`src/rtl/aes_core_arbiter_pkg.sv`:
```
// Shared AES arbiter definitions: block/key widths, FSM state encoding
// and an index-width helper used by the arbiter and its round-robin picker.
package aes_core_arbiter_pkg;

    localparam int AES_BLK_W = 128;
    localparam int AES_KEY_W = 256;

    typedef enum logic [2:0] {
        IDLE      = 3'd0,
        KEY_EXP   = 3'd1,
        KEY_WAIT  = 3'd2,
        BLK_START = 3'd3,
        BLK_WAIT  = 3'd4,
        RSP       = 3'd5
    } arb_state_e;

    function automatic int idx_w(input int n);
        return (n > 1) ? $clog2(n) : 1;
    endfunction

endpackage

```
`src/rtl/aes_core_arbiter_rr.sv`:
```
// rr_arbiter: round-robin picker. Ports: i_req (request vector), i_ptr
// (highest-priority index), o_grant (one-hot winner), o_idx (winner index).
module rr_arbiter
    import aes_core_arbiter_pkg::*;
#(
    parameter int N  = 2,
    parameter int IW = idx_w(N)
) (
    input  logic [N-1:0]  i_req,
    input  logic [IW-1:0] i_ptr,
    output logic [N-1:0]  o_grant,
    output logic [IW-1:0] o_idx
);

    logic          w_found;
    logic [IW-1:0] w_cand;

    // Scan N positions starting at i_ptr, wrapping; first requester wins.
    always_comb begin
        o_grant = '0;
        o_idx   = '0;
        w_found = 1'b0;
        w_cand  = '0;
        for (int i = 0; i < N; i++) begin
            w_cand = IW'((int'(i_ptr) + i) % N);
            if (!w_found && i_req[w_cand]) begin
                w_found         = 1'b1;
                o_grant[w_cand] = 1'b1;
                o_idx           = w_cand;
            end
        end
    end

endmodule

```
`src/rtl/aes_core_arbiter.sv`:
```
// aes_core_arbiter: shares one AES core among NUM_REQ requesters, one op at a
// time. Ports: clk/reset; req_* (per-channel request bundle + valid/ready);
// rsp_* (per-channel valid/ready, shared result block); aes_* (core control,
// key, input block, and done/busy/result from the core).
// Optional macro AES_ARB_KEY_CACHE_EN: skip key expansion when the last
// expanded key context (key_id, aes256) matches the new request.
module aes_core_arbiter
    import aes_core_arbiter_pkg::*;
#(
    parameter int NUM_REQ  = 2,
    parameter int KEY_ID_W = 4
) (
    input  logic                          clk,
    input  logic                          reset,
    input  logic [NUM_REQ-1:0]            req_valid,
    output logic [NUM_REQ-1:0]            req_ready,
    input  logic [NUM_REQ*AES_KEY_W-1:0]  req_key,
    input  logic [NUM_REQ*AES_BLK_W-1:0]  req_blk,
    input  logic [NUM_REQ*KEY_ID_W-1:0]   req_key_id,
    input  logic [NUM_REQ-1:0]            req_aes256,
    input  logic [NUM_REQ-1:0]            req_decrypt,
    output logic [NUM_REQ-1:0]            rsp_valid,
    input  logic [NUM_REQ-1:0]            rsp_ready,
    output logic [AES_BLK_W-1:0]          rsp_blk,
    output logic                          aes_en,
    output logic                          aes_cipher_mode,
    output logic                          aes_decipher_mode,
    output logic                          aes_key_exp_mode,
    output logic                          aes128_mode,
    output logic                          aes256_mode,
    output logic [AES_KEY_W-1:0]          aes_key,
    output logic [AES_BLK_W-1:0]          aes_in_blk,
    input  logic [AES_BLK_W-1:0]          aes_out_blk,
    input  logic                          aes_done,
    input  logic                          aes_op_in_progress
);

    localparam int IW = idx_w(NUM_REQ);

    arb_state_e            r_state;
    arb_state_e            w_next;
    logic [IW-1:0]         r_rr_ptr;
    logic [IW-1:0]         r_win;
    logic [IW-1:0]         w_idx;
    logic [NUM_REQ-1:0]    w_grant;
    logic [AES_KEY_W-1:0]  r_key;
    logic [AES_BLK_W-1:0]  r_blk;
    logic [AES_BLK_W-1:0]  r_rsp_blk;
    logic [KEY_ID_W-1:0]   r_key_id;
    logic                  r_aes256;
    logic                  r_decrypt;
    logic                  w_accept;
    logic                  w_need_exp;

    rr_arbiter #(
        .N  (NUM_REQ),
        .IW (IW)
    ) u_rr (
        .i_req   (req_valid),
        .i_ptr   (r_rr_ptr),
        .o_grant (w_grant),
        .o_idx   (w_idx)
    );

    assign w_accept = (r_state == IDLE) && (|req_valid) && !reset;

`ifdef AES_ARB_KEY_CACHE_EN
    logic [KEY_ID_W-1:0] r_cached_id;
    logic                r_cached_aes256;
    logic                r_cache_valid;

    // Compare against the winner's live inputs: they are what gets latched.
    assign w_need_exp = !(r_cache_valid
        && (r_cached_id == req_key_id[w_idx*KEY_ID_W +: KEY_ID_W])
        && (r_cached_aes256 == req_aes256[w_idx]));

    always_ff @(posedge clk) begin
        if (reset) begin
            r_cache_valid   <= 1'b0;
            r_cached_id     <= '0;
            r_cached_aes256 <= 1'b0;
        end else if (r_state == KEY_WAIT && aes_done) begin
            r_cache_valid   <= 1'b1;
            r_cached_id     <= r_key_id;
            r_cached_aes256 <= r_aes256;
        end
    end
`else
    logic w_unused_key_id;

    assign w_need_exp      = 1'b1;
    assign w_unused_key_id = ^r_key_id;
`endif

    always_ff @(posedge clk) begin
        if (reset) r_state <= IDLE;
        else       r_state <= w_next;
    end

    always_ff @(posedge clk) begin
        if (reset) begin
            r_rr_ptr  <= '0;
            r_win     <= '0;
            r_key     <= '0;
            r_blk     <= '0;
            r_key_id  <= '0;
            r_aes256  <= 1'b0;
            r_decrypt <= 1'b0;
            r_rsp_blk <= '0;
        end else begin
            if (w_accept) begin
                r_win     <= w_idx;
                r_key     <= req_key[w_idx*AES_KEY_W +: AES_KEY_W];
                r_blk     <= req_blk[w_idx*AES_BLK_W +: AES_BLK_W];
                r_key_id  <= req_key_id[w_idx*KEY_ID_W +: KEY_ID_W];
                r_aes256  <= req_aes256[w_idx];
                r_decrypt <= req_decrypt[w_idx];
            end
            if (r_state == BLK_WAIT && aes_done) r_rsp_blk <= aes_out_blk;
            if (r_state == RSP && rsp_ready[r_win]) begin
                r_rr_ptr <= (r_win == IW'(NUM_REQ - 1)) ? '0 : r_win + 1'b1;
            end
        end
    end

    always_comb begin
        w_next = r_state;
        unique case (r_state)
            IDLE:      if (|req_valid) w_next = w_need_exp ? KEY_EXP : BLK_START;
            KEY_EXP:   if (!aes_op_in_progress) w_next = KEY_WAIT;
            KEY_WAIT:  if (aes_done) w_next = BLK_START;
            BLK_START: if (!aes_op_in_progress) w_next = BLK_WAIT;
            BLK_WAIT:  if (aes_done) w_next = RSP;
            RSP:       if (rsp_ready[r_win]) w_next = IDLE;
            default:   w_next = IDLE;
        endcase
    end

    always_comb begin
        req_ready         = '0;
        rsp_valid         = '0;
        aes_en            = 1'b0;
        aes_key_exp_mode  = 1'b0;
        aes_cipher_mode   = 1'b0;
        aes_decipher_mode = 1'b0;
        if (r_state == IDLE && !reset) req_ready = w_grant;
        if (r_state == RSP) rsp_valid[r_win] = 1'b1;
        if (r_state == KEY_EXP || r_state == BLK_START) begin
            aes_en = !aes_op_in_progress;
        end
        if (r_state == KEY_EXP || r_state == KEY_WAIT) aes_key_exp_mode = 1'b1;
        if (r_state == BLK_START || r_state == BLK_WAIT) begin
            aes_cipher_mode   = !r_decrypt;
            aes_decipher_mode = r_decrypt;
        end
    end

    // Key-size modes only mean something while an operation is held.
    assign aes128_mode = (r_state != IDLE) && !r_aes256;
    assign aes256_mode = (r_state != IDLE) && r_aes256;
    assign aes_key     = r_key;
    assign aes_in_blk  = r_blk;
    assign rsp_blk     = r_rsp_blk;

endmodule

```
`config.mk`:
```
export PLATFORM = sky130hd
export DESIGN_NAME = aes_core_arbiter
export DESIGN_NICKNAME = d
export VERILOG_FILES = /design/src/rtl/aes_core_arbiter_pkg.sv /design/src/rtl/aes_core_arbiter_rr.sv /design/src/rtl/aes_core_arbiter.sv
export SDC_FILE = /design/constraint.sdc
export NUM_CORES = 1
export LEC_CHECK = 0
export CAP_MARGIN = 25
export CORE_AREA = 4 4 559 561
export DETAILED_ROUTE_END_ITERATION = 16
export DIE_AREA = 0 0 563 565
export PLACE_DENSITY = 0.3
export SLEW_MARGIN = 10
export SYNTH_ARGS = -nofsm -noshare
export SYNTH_HDL_FRONTEND = slang
export SYNTH_SLANG_ARGS = --single-unit
```
`constraint.sdc`:
```
create_clock -name clk -period 2.45 [get_ports clk]
set_input_delay 0.49 -clock clk [delete_from_list [all_inputs] [get_ports clk]]
set_output_delay 0.49 -clock clk [all_outputs]
set_load 0.02 [all_outputs]
```
==> results_dict.tcl <==
set metrics [dict create \
    clkSlewWorstSetupHoldPaths_ns 0.06 \
    cp-endpoint "req_ready[0]" \
    crit_family "simple AND/OR/NAND/NOR gates" \
    rrSetupSlack_ns 0.04 \
    grt_max_degree 91 \
    r2r_start "r_state[2]" \
    drc 0 \
    max_freq_ghz 0.385 \
    grt_pass1_vias 26737 \
    vias 26637 \
    hp-class "input port to flop" \
    routed_wirelength_um 203000 \
    cpPeakStageDelay_ns 0.42 \
    crit_fanout 3 \
    io_pins 1438 \
    start_util_pct 6.86 \
    ys_warn_count 0 \
    power_density_mw_per_mm2 865 \
    worstMarginPinSlew_ns 0.743 \
    place_congestion 0.862 \
    synth_area_leaders "dfxtp_1 (49%), nand2_1 (18%), a311oi_1 (16%), nor2_1 (7.0%), a21oi_1 (3.2%)" \
    synth_top_area_share_pct 49.2 \
    slew_violations 0 \
    finalSetupViolCount 2 \
    fill_cells 35216 \
    htree_levels 3 \
    timing.final.ws_setup_ns -0.144 \
    r2r-end "aes_key[43]" \
    fin_crit_sh_pct 106 \
    yosysTopAreaCell "dfxtp_1" \
    row_count 204 \
    skew_ns 0.0637 \
    cts-root-buf "clkbuf_16" \
    cp_num_cells 4 \
    rr_worst_depth 11 \
    drive_gt1_share_pct 8.23 \
    cts_buffer_depth 4 \
    crit_buf_inv 2 \
    slowest_stage "or3_4" \
    nets 5125 \
    use_met3_pct 5.17 \
    rsz0062_at_grt "true" \
    ir_drop_mv 0.443 \
    port_buffers 1429 \
    antenna_found_initial 80 \
    status "complete, but fails checks" \
    antenna_left 0 \
    vias_per_cell 3.17 \
    violations "negative setup slack" \
    finalHoldViolCount 0 \
    cts_made_buffers 84 \
    mappedNetlistArea_mm2 0.0211 \
    hold_buffers 0 \
    die_w_um 563 \
    dpl_cell_area_mm2 0.0412 \
    setup.worst_path.start "r_state[2]" \
    path_cells "or3_4 -> nor4_4 -> buf_4 -> buf_12" \
    avgSynthCellArea_um2 7.66 \
    postSynthCellCount 2757 \
    grt_usage_pct 11.8 \
    arrival_ns 2.10 \
    fin_area_mm2 0.0447 \
    grt.busiest_layer "met2" \
    leakagePower_nw 15.7 \
    dp_cells 8201 \
    max_cap_viol_count 0 \
    grt_pass1_wl_um 255000 \
    synth_cell_types 31 \
    yosysSeqAreaShare_pct 49.2 \
    dp_hpwl_um 166000 \
    numClockSinks 519 \
    ys_ff_latch 519 \
    firstDrtPassIters 5 \
    core_area_mm2 0.308 \
    period_needed_ns 2.59 \
    total_power_w 0.0386 \
    cts_tree "yes" \
    crit_path_end_kind "output pin" \
    area_growth_pct 112 \
    dieArea_mm2 0.318 \
    tns_ns -0.238 \
    use_met1_pct 13.4 \
    critPathRequiredTime_ns 1.96 \
    dr.first_iter.drc_count 1512 \
    syn_nets 3673 \
    start_kind "flop" \
    grt_overflow 0 \
    crit_type "flop to output pin" \
    grtUsageMet2_pct 20.6 \
    whs_ns 0.226 \
    clock_latency_ns 0.78 \
    max_slew_margin_pct 50.4 \
    final_cells 8398 \
    wl_per_cell_um 24.2 \
    die_y_um 565 \
]
## cells in the final DEF (no fill, tap or decap), types with 2 or more instances in the layout
master and instances:
clkdlybuf4s50_1 1307, nand2_1 1033, dfxtp_1 513, nor2_1 392
a311oi_1 385, a21oi_1 133, buf_4 114, dlygate4sd2_1 106
clkbuf_16 95, buf_12 50, clkbuf_1 24, clkbuf_8 18
diode_2 13, buf_6 13, buf_16 10, dfxtp_2 6
clkinv_2 6, buf_8 6, clkinvlp_4 4, dlymetal6s2s_1 4
buf_2 4, nor2b_1 3, inv_6 3, xnor2_1 2
nor3_2 2, nor2_2 2, a2bb2oi_1 2, bufinv_16 2
## tightest hold or removal path: stages
cell    delay [ns]
buf_8         0.13
buf_12        0.18
nor2_1        0.11
## synthesized netlist by cell type (all sizes together)
master   instances
a21boi           1
and2             2
and3b            1
nor2           394
o21ai            1
o21a             1
a21bo            1
xnor2            2
or2              1
nor2b            4
o21ba            1
a22oi            2
nor3             3
dfxtp          519
nand2         1033
a2bb2oi          2
nor4             1
buf             82
clkbuf         177
a21o             1
and3             2
a211o            1
or3              1
nand3            2
a311oi         386
inv              1
mux2i            1
or4              1
a21oi          133
## layout make-up
cell class | instances | area (um2) | area share, %
Clock buffer | 126 | 2440 | 5.46
Inverter | 1 | 3.75 | 0.00841
Multi-Input combinational cell | 1978 | 9730 | 21.8
Tap cell | 4120 | 5150 | 11.5
Timing Repair Buffer | 1625 | 16700 | 37.5
Antenna cell | 13 | 32.5 | 0.0729
Sequential cell | 519 | 10400 | 23.3
Clock inverter | 16 | 163 | 0.364
## worst min path at each step
stage / startpoint / to / slack, ns / cells after the start
after floorplan: r_aes256 / r_aes256 / 0.48 / 2
after CTS: reset / r_win / 0.15 / 3
final: reset / r_win / 0.23 / 3
after detailed placement: rsp_blk[17] / rsp_blk[17] / 0.45 / 2
after global routing: reset / r_win / 0.18 / 3
after global placement: rsp_blk[127] / rsp_blk[127] / 0.44 / 2
## what timing repair did
action                     CTS  global route
pin swaps                    3            24
setup endpoints to repair  116           168
gates cloned                 0            12
setup buffers                7            23
gates resized for setup    170            58
## cell families after synthesis
kind of cell           synth area share [%]
AO/OA/AOI/OAI                          19.6
multiplexers                         0.0474
buffers and inverters                  5.10
flip-flops                             49.2
AND/OR/NAND/NOR                        26.0
XOR/XNOR                             0.0830
## registers in the layout, indices dropped and copies added (netlist names)
signal / flops
r_win: 1
aes_in_blk: 128
r_aes256: 1
r_state: 3
aes_key: 256
r_rr_ptr: 1
r_decrypt: 1
rsp_blk: 128
## routing by layer
layer / routed length (um) / part of all wire, %
met5: 369 / 0.18
met4: 2760 / 1.4
met3: 20200 / 9.9
met2: 98900 / 49
met1: 80800 / 40
## power breakdown
| part | leakage (nW) | total [W] | switching [W] | internal (W) |
|---|---|---|---|---|
| Clock | 1.27 | 0.0118 | 0.00480 | 0.00704 |
| Sequential | 4.26 | 0.0113 | 0.00110 | 0.0102 |
| Combinational | 10.2 | 0.0155 | 0.00835 | 0.00712 |
| Total | 15.7 | 0.0386 | 0.0142 | 0.0244 |
## through the flow
stage | setup slack [ns] | utilization, %
6_report | -0.144 | 14.5
5_1_grt | -0.258 | 14.5
4_1_cts | -0.289 | 14.2
3_5_place_dp | -0.468 | 13.4
3_3_place_gp | -0.409 | 13.4
2_1_floorplan | 0.258 | -
Note: power is estimated with default switching activity, not from simulation.
